File: src/rtl/unidade_controle_pkg.sv
// Shared constants and types for the bus processor control sequencer.
package unidade_controle_pkg;

    localparam int IR_W  = 16;
    localparam int NREGS = 8;

    // Timesteps of one instruction
    typedef enum logic [1:0] {
        T0 = 2'd0,
        T1 = 2'd1,
        T2 = 2'd2,
        T3 = 2'd3
    } state_t;

    // Opcodes held in IR[15:12]
    localparam logic [3:0] OP_MV   = 4'd0;
    localparam logic [3:0] OP_MVI  = 4'd1;
    localparam logic [3:0] OP_ADD  = 4'd2;
    localparam logic [3:0] OP_SUB  = 4'd3;
    localparam logic [3:0] OP_AND  = 4'd4;
    localparam logic [3:0] OP_SLT  = 4'd5;
    localparam logic [3:0] OP_LD   = 4'd6;
    localparam logic [3:0] OP_ST   = 4'd7;
    localparam logic [3:0] OP_MVNZ = 4'd8;

    // Bus mux selects (0-7 pick R0-R7 directly)
    localparam logic [3:0] SEL_G    = 4'd8;
    localparam logic [3:0] SEL_DIN  = 4'd9;
    localparam logic [3:0] SEL_NONE = 4'd15;

    // ALU operations
    localparam logic [1:0] ALU_ADD = 2'd0;
    localparam logic [1:0] ALU_SUB = 2'd1;
    localparam logic [1:0] ALU_AND = 2'd2;
    localparam logic [1:0] ALU_SLT = 2'd3;

    // Register index to bus select code
    function automatic logic [3:0] sel_reg(input logic [2:0] r);
        return {1'b0, r};
    endfunction

endpackage

File: src/rtl/unidade_controle_decodificador_reg.sv
// Register index to one-hot write-enable decoder for the register file.
module decodificador_reg #(
    parameter int NREGS = 8,
    parameter int IDX_W = 3
) (
    input  logic [IDX_W-1:0] idx,
    input  logic             en,
    output logic [NREGS-1:0] onehot
);

    // At most one bit set, and only when a write is requested
    always_comb begin
        onehot = '0;
        if (en) begin
            onehot[idx] = 1'b1;
        end
    end

endmodule

File: src/rtl/unidade_controle.sv
// Control sequencer: decodes IR and steps T0..T3, driving register strobes,
// bus select, ALU op, memory write and done. All outputs are combinational
// so the negedge-sampling registers capture them within the same cycle.
//
// state | meaning
// T0    | idle / fetch: load IR from DIN when run is high
// T1    | first execute step (moves finish here)
// T2    | second step (ALU operand B, memory wait, store)
// T3    | write-back of ALU result or loaded word
module unidade_controle
    import unidade_controle_pkg::*;
#(
    parameter int IR_W_P  = IR_W,
    parameter int NREGS_P = NREGS
) (
    input  logic               clock,
    input  logic               reset,
    input  logic               run,
    input  logic [IR_W_P-1:0]  ir,
    input  logic               g_nz,
    output logic               ir_wren,
    output logic [NREGS_P-1:0] r_wren,
    output logic               a_wren,
    output logic               g_wren,
    output logic               addr_wren,
    output logic               dout_wren,
    output logic               mem_wr,
    output logic [3:0]         bus_sel,
    output logic [1:0]         alu_op,
    output logic               done
);

    state_t     state;
    state_t     next_state;
    logic [3:0] op;
    logic [2:0] rx;
    logic [2:0] ry;
    logic       r_en;
    logic       unused_ir_bits;

    assign op = ir[IR_W_P-1 -: 4];
    assign rx = ir[IR_W_P-5 -: 3];
    assign ry = ir[IR_W_P-8 -: 3];
    assign unused_ir_bits = ^ir[IR_W_P-11:0];

    // State register; reset abandons any instruction in flight
    always_ff @(posedge clock) begin
        if (reset) begin
            state <= T0;
        end else begin
            state <= next_state;
        end
    end

    // Next-state: done always returns to T0, otherwise advance one step
    always_comb begin
        next_state = state;
        if (reset) begin
            next_state = T0;
        end else begin
            case (state)
                T0: next_state = run  ? T1 : T0;
                T1: next_state = done ? T0 : T2;
                T2: next_state = done ? T0 : T3;
                T3: next_state = T0;
            endcase
        end
    end

    // Outputs: per-step micro-operations decoded from the opcode
    always_comb begin
        ir_wren   = 1'b0;
        a_wren    = 1'b0;
        g_wren    = 1'b0;
        addr_wren = 1'b0;
        dout_wren = 1'b0;
        mem_wr    = 1'b0;
        bus_sel   = SEL_NONE;
        alu_op    = ALU_ADD;
        done      = 1'b0;
        r_en      = 1'b0;
        if (!reset) begin
            case (state)
                T0: begin
                    if (run) begin
                        ir_wren = 1'b1;
                        bus_sel = SEL_DIN;
                    end
                end
                T1: begin
                    case (op)
                        OP_MV: begin
                            bus_sel = sel_reg(ry);
                            r_en    = 1'b1;
                            done    = 1'b1;
                        end
                        OP_MVI: begin
                            bus_sel = SEL_DIN;
                            r_en    = 1'b1;
                            done    = 1'b1;
                        end
                        OP_ADD, OP_SUB, OP_AND, OP_SLT: begin
                            bus_sel = sel_reg(rx);
                            a_wren  = 1'b1;
                        end
                        OP_LD, OP_ST: begin
                            bus_sel   = sel_reg(ry);
                            addr_wren = 1'b1;
                        end
                        OP_MVNZ: begin
                            if (g_nz) begin
                                bus_sel = sel_reg(ry);
                                r_en    = 1'b1;
                            end
                            done = 1'b1;
                        end
                        default: done = 1'b1;
                    endcase
                end
                T2: begin
                    case (op)
                        OP_ADD, OP_SUB, OP_AND, OP_SLT: begin
                            bus_sel = sel_reg(ry);
                            g_wren  = 1'b1;
                            alu_op  = 2'(op - OP_ADD);
                        end
                        OP_ST: begin
                            bus_sel   = sel_reg(rx);
                            dout_wren = 1'b1;
                            mem_wr    = 1'b1;
                            done      = 1'b1;
                        end
                        default: ;
                    endcase
                end
                T3: begin
                    case (op)
                        OP_ADD, OP_SUB, OP_AND, OP_SLT: begin
                            bus_sel = SEL_G;
                            r_en    = 1'b1;
                            done    = 1'b1;
                        end
                        OP_LD: begin
                            bus_sel = SEL_DIN;
                            r_en    = 1'b1;
                            done    = 1'b1;
                        end
                        default: ;
                    endcase
                end
            endcase
        end
    end

    decodificador_reg #(
        .NREGS (NREGS_P),
        .IDX_W (3)
    ) u_dec (
        .idx    (rx),
        .en     (r_en),
        .onehot (r_wren)
    );

endmodule

File: config.mk
export PLATFORM = sky130hd
export DESIGN_NAME = unidade_controle
export DESIGN_NICKNAME = d
export VERILOG_FILES = /design/src/rtl/unidade_controle_pkg.sv /design/src/rtl/unidade_controle_decodificador_reg.sv /design/src/rtl/unidade_controle.sv
export SDC_FILE = /design/constraint.sdc
export NUM_CORES = 1
export LEC_CHECK = 0
export CORE_MARGIN = 2
export CORE_UTILIZATION = 36
export CTS_CLUSTER_DIAMETER = 60
export DETAILED_ROUTE_END_ITERATION = 8
export GPL_TIMING_DRIVEN = 0
export PLACE_DENSITY_LB_ADDON = 0.25
export SKIP_LAST_GASP = 1
export SYNTH_ARGS = -nofsm -noshare
export SYNTH_HDL_FRONTEND = slang
export SYNTH_SLANG_ARGS = --single-unit
File: constraint.sdc
create_clock -name clock -period 2.45 [get_ports clock]
set_clock_uncertainty 0.2 [all_clocks]
set_input_delay 0.6125 -clock clock [delete_from_list [all_inputs] [get_ports clock]]
set_output_delay 0.6125 -clock clock [all_outputs]
set_load 0.05 [all_outputs]
Yosys cells after proc, flatten, opt, wreduce, memory -nomap -nowiden

Index checks and enable logic that the tools add are counted.

Bits in registers: 2
Input port bits: 20
Output and inout bits: 21
Word-level logic and storage cells: 63

Add/subtract/negate cells: 1
$lt $le $gt $ge: 2
Equal/unequal tests: 11
Muxes and demuxes: 39
Reductions and logical operators: 9

Operators with widths:

| cell                                                                          | count |
|---|---|
| 4-bit case mux with 4 select lines                                            | 2 |
| 1-bit 2-to-1 mux                                                              | 21 |
| 4-bit by 3-bit == test with 1-bit output (second input constant)              | 4 |
| 2-bit 2-to-1 mux                                                              | 5 |
| 4-bit by 2-bit == test with 1-bit output (second input constant)              | 2 |
| 4-bit 2-to-1 mux                                                              | 2 |
| 8-bit 2-to-1 mux                                                              | 1 |
| 2-bit case mux with 4 select lines                                            | 1 |
| 4-bit case mux with 2 select lines                                            | 1 |
| 3-bit case mux with 2 select lines                                            | 1 |
| 6-bit OR reduction                                                            | 1 |
| 5-bit OR reduction                                                            | 1 |
| 2-bit == test (second input constant)                                         | 2 |
| 4-bit by 1-bit == test with 1-bit output (second input constant)              | 1 |
| 4-bit == test (second input constant)                                         | 1 |
| 4-bit logical NOT                                                             | 1 |
| 3-bit by 4-bit less-than comparator with 1-bit output (second input constant) | 1 |
| 1-bit case mux with 2 select lines                                            | 2 |
| 2-bit OR reduction                                                            | 2 |
| 4-bit OR reduction                                                            | 1 |
| 1-bit demux with 3-bit select                                                 | 1 |
| 3-bit by 1-bit >= comparator with 1-bit output (second input constant)        | 1 |
| 3-bit 2-to-1 mux                                                              | 1 |
| 1-bit case mux with 3 select lines                                            | 1 |
| other kinds (5)                                                               | 5 |

Depth between registers and ports, before layout

Depth after elaboration: 7
Gate-level depth with buffers: 7
Depth with buffers taken out: 5

Hierarchy

From an unflattened synthesis, not the netlist that was laid out.

Cells, all modules: 95
Area total of the unflattened synthesis: 740.7 sq um

Modules (own cells, without submodules):

| module            | instances | cells an instance | area an instance (sq um) | sequential area each (sq um) |
|---|---|---|---|---|
| unidade_controle  | 1         | 87                | 645.6                    | 40.0 |
| decodificador_reg | 1         | 8                 | 95.1                     | 0.0 |

Least setup slack after synthesis

Ideal clock, no wire load.

Path kind: in2out
Start point: in reset
End point: out bus_sel[1]
Arrival: 3224 ps
Data required time: 1637 ps
Path slack: -1587 ps
Stages on the path: 2
Buffers on the path: 0
Path through: nor4b_1 a21oi_1

Cells in the longest elaborated chain, start to end: 1

RTL lines:

| what             | RTL line               | RTL |
|---|---|---|
| start, declared  | unidade_controle.sv:17 | `input logic reset,` |
| 4-bit 2-to-1 mux | unidade_controle.sv:82 | `if (!reset) begin` |
| end, declared    | unidade_controle.sv:28 | `output logic [3:0] bus_sel,` |

Every way passes these cells.

Final worst setup path

Start point: in ir[15]
End point: out r_wren[2]

Cells in the longest elaborated chain, start to end: 6
Elaborated cells between the ends (all ways): 15
Those cells by class: eq/ne (7); mux (5); reduce/logical (3)

RTL lines:

| what                                                                   | RTL line                                        | RTL |
|---|---|---|
| start, declared                                                        | unidade_controle.sv:19                          | `input logic [IR_W_P-1:0] ir,` |
| 4-bit by 1-bit == test with 1-bit output (tied with other cells)       | unidade_controle.sv:91                          | `case (op)` |
| 2-bit OR reduction (no line) or 5-bit OR reduction (tied branches)     | n/a                                             |  |
| 1-bit case mux with 2 select lines or 1-bit 2-to-1 mux (tied branches) | unidade_controle.sv:91, unidade_controle.sv:137 |  |
| 1-bit case mux with 2 select lines (*)                                 | unidade_controle.sv:83                          | `case (state)` |
| 1-bit 2-to-1 mux (*)                                                   | unidade_controle.sv:82                          |  |
| 8-bit 2-to-1 mux (*)                                                   | unidade_controle_decodificador_reg.sv:14        | `if (en) begin` |
| end, declared                                                          | unidade_controle.sv:22                          | `output logic [NREGS_P-1:0] r_wren,` |

Mark *: on every way between the ends. The rest lies on a longest branch, timed or not.

==> impl_metrics.json <==
{
  "outcome": "finished, violations left",
  "violations": "setup timing",
  "hold_ws_ns": 0.4589,
  "routed_via_density": 6.321,
  "insertion_delay_ns": 0.22,
  "cts_made_buffers": 3,
  "drc": 0,
  "drt_pass1_iterations": 4,
  "crit_top_cell": "buf_6",
  "numPortBuffers": 31,
  "antenna_found_initial": 0,
  "hpwl_um": 1725,
  "critical_path.top_delay_family": "simple AND/OR/NAND/NOR gates",
  "rows": 15,
  "start_util_pct": 38.33,
  "grt_max_degree": 11,
  "finalPower_mw": 0.3879,
  "synthesis.nets": 125,
  "wl_per_cell_um": 20.13,
  "grt_pass1_vias": 991,
  "drtIter0Drc": 43,
  "timing.fmax_mhz": 366.6,
  "postSynthCellCount": 105,
  "grtUsageTotal_pct": 26.03,
  "drv_cap": 0,
  "synthToLayoutAreaGrowth_pct": 135.3,
  "cellPowerDensity_nw_per_um2": 249.0,
  "nets": 181,
  "cts_tree": "built",
  "drt_wl_total_um": 3704,
  "clock_sink_count": 2,
  "nFillCells": 83,
  "netlist_area_um2": 661.9,
  "cp-start-kind": "primary input",
  "die_h_um": 46.88,
  "cp_cell_sequence": "buf_6, inv_4, nand3_4, a2111oi_4, nand3_2, nor2_2, buf_6",
  "hold_path.class": "in2reg",
  "hold_violations": 0,
  "arrival_ns": 1.92,
  "max_stage_delay_ns": 0.43,
  "clk_path_buf_depth": 2,
  "ctsRootBufferMaster": "clkbuf_4",
  "critPathMaxFanout": 4,
  "relSlewSlack_pct": 70.59,
  "yosysUniqueCellTypes": 38,
  "fin_crit_ns": 2.728,
  "die_x_um": 46.88,
  "ys.warnings.count": 0,
  "seq_area_frac_synth_pct": 6.049,
  "postLayoutCoreUtil_pct": 90.22,
  "clk_pin_slew_worst_paths_ns": 0.03,
  "critPathKind": "in2out",
  "ys.flop_type": "dfxtp_1",
  "overflow": 0,
  "htreeDepth": 1,
  "setup_ws_ns": -0.2780,
  "vias": 1163,
  "grt_setup_unrepaired": "yes",
  "path_buf_inv": 3,
  "cpMaxStageDelayCell": "a2111oi_4",
  "worstPathRequired_ns": 1.64,
  "async_flop_share_pct": 0,
  "drive_above_1_share_pct": 72.33,
  "regMostFlops": "state",
  "ant_nets": 0,
  "ys_seq_elements": 2,
  "power.leakage_nw": 0.6251,
  "setup_viol": 14,
  "cts_hold_buffers": 0,
  "ioPinCount": 41,
  "synth-edff-count": 0,
  "die_area_um2": 2198,
  "worstMarginPinSlew_ns": 0.4411,
  "crit_path_end_kind": "output pin",
  "core_um2": 1727,
  "finalCritPeriodShare_pct": 111.3,
  "grt_pass1_wl_um": 4222,
  "vdd_drop_max_v": 0.0003035,
  "diodes": 0,
  "syn_area_per_cell_um2": 6.304,
  "largest_reg_flops": 2,
  "place_congestion": 0.8649,
  "top_regs": "state (2)",
  "slew_violations": 0
}
final timing paths:
kind                            startpoint  slack (ns)  cells past startpoint        end
worst max-delay path                ir[15]       -0.28                      7  r_wren[2]
worst max register to register    state[0]        1.01                      5   state[0]
worst min register to register    state[0]        0.63                      4   state[1]
worst min-delay path                 reset        0.46                      2   state[1]
metrics by stage:
| stage | area (um^2) | setup slack, ns | setup TNS [ns] | cells |
|---|---|---|---|---|
| after CTS | 1364 | -0.2141 | -2.012 | 176 |
| after global routing | 1558 | -0.3389 | -3.630 | 184 |
| final | 1558 | -0.2780 | -2.830 | 184 |
| after floorplan | 807.0 | -0.3592 | -3.169 | 105 |
| after detailed placement | 1149 | -1.371 | -25.54 | 161 |
| after global placement | 1149 | -1.322 | -25.04 | 161 |
cell usage after synthesis, types with 2 or more instances:
cell type  number  area share, %
and2_1          3            2.8
a221oi_1        2            2.6
dfxtp_1         2            6.0
nand3_1         3            2.3
nor2b_1         2            1.9
nor2_1         20             11
a31oi_1         4            3.8
buf_4           2            2.3
a2bb2oi_1       2            2.6
o22ai_1         2            1.9
buf_2           3            2.3
buf_6           3            5.1
nor3_1          5            3.8
inv_1           5            2.8
o21ai_0         4            3.0
a21oi_1         9            6.8
nand2b_1        3            2.8
mux2i_1         2            3.0
o2bb2ai_1       2            2.6
nand2_1         9            5.1
what timing repair did:
action                                  in CTS  in global routing
setup buffers                               12                  8
gates resized for setup                    183                 45
pin swaps                                   19                 13
endpoints found under the setup margin      21                 17
cells by family (layout without fill, tap and decap cells):
kind of cell              count (synthesis)  count (layout)  synth area share, %
and+or+nand+nor                          54              54                41.40
AOI/OAI and AO/OA                        32              32                35.16
buffers and inverters                    14              68                13.04
muxes                                     2               2                3.025
DFF                                       2               2                6.049
xor gates and xnor gates                  1               1                1.323
report_power, final:
part	switching, mW	internal (mW)	total, mW
Sequential	0.00305	0.0355	0.0385
Combinational	0.161	0.116	0.277
Clock	0.0182	0.0540	0.0723
Total	0.182	0.206	0.388
cell usage in the layout, fill, tap and decap left out, drive strengths merged, types with 2 or more instances in the layout:
cell	n
nor2b	2
a21oi	9
a2bb2oi	2
nand2	10
o2bb2ai	2
and2	3
inv	4
nand3	4
nor2	20
dfxtp	2
a31oi	4
o21ai	4
dlygate4sd2	4
nand2b	3
mux2i	2
a221oi	2
o22ai	2
buf	52
nor3	5
clkbuf	6
layer usage:
layer  wire length [um]  track usage, %
met5                  0               0
met4                135           10.56
met3                276           2.308
met2               1912           46.58
met1               1380           31.74
area by class of cell:
cell class	count	area [um^2]	share of cell area [%]
Inverter	5	25.02	1.606
Sequential cell	2	42.54	2.731
Clock buffer	3	22.52	1.446
Timing Repair Buffer	51	442.9	28.43
Multi-Input combinational cell	89	873.3	56.06
Tap cell	25	31.28	2.008
Buffer	9	120.1	7.711
(Power assumes the default switching activity.)
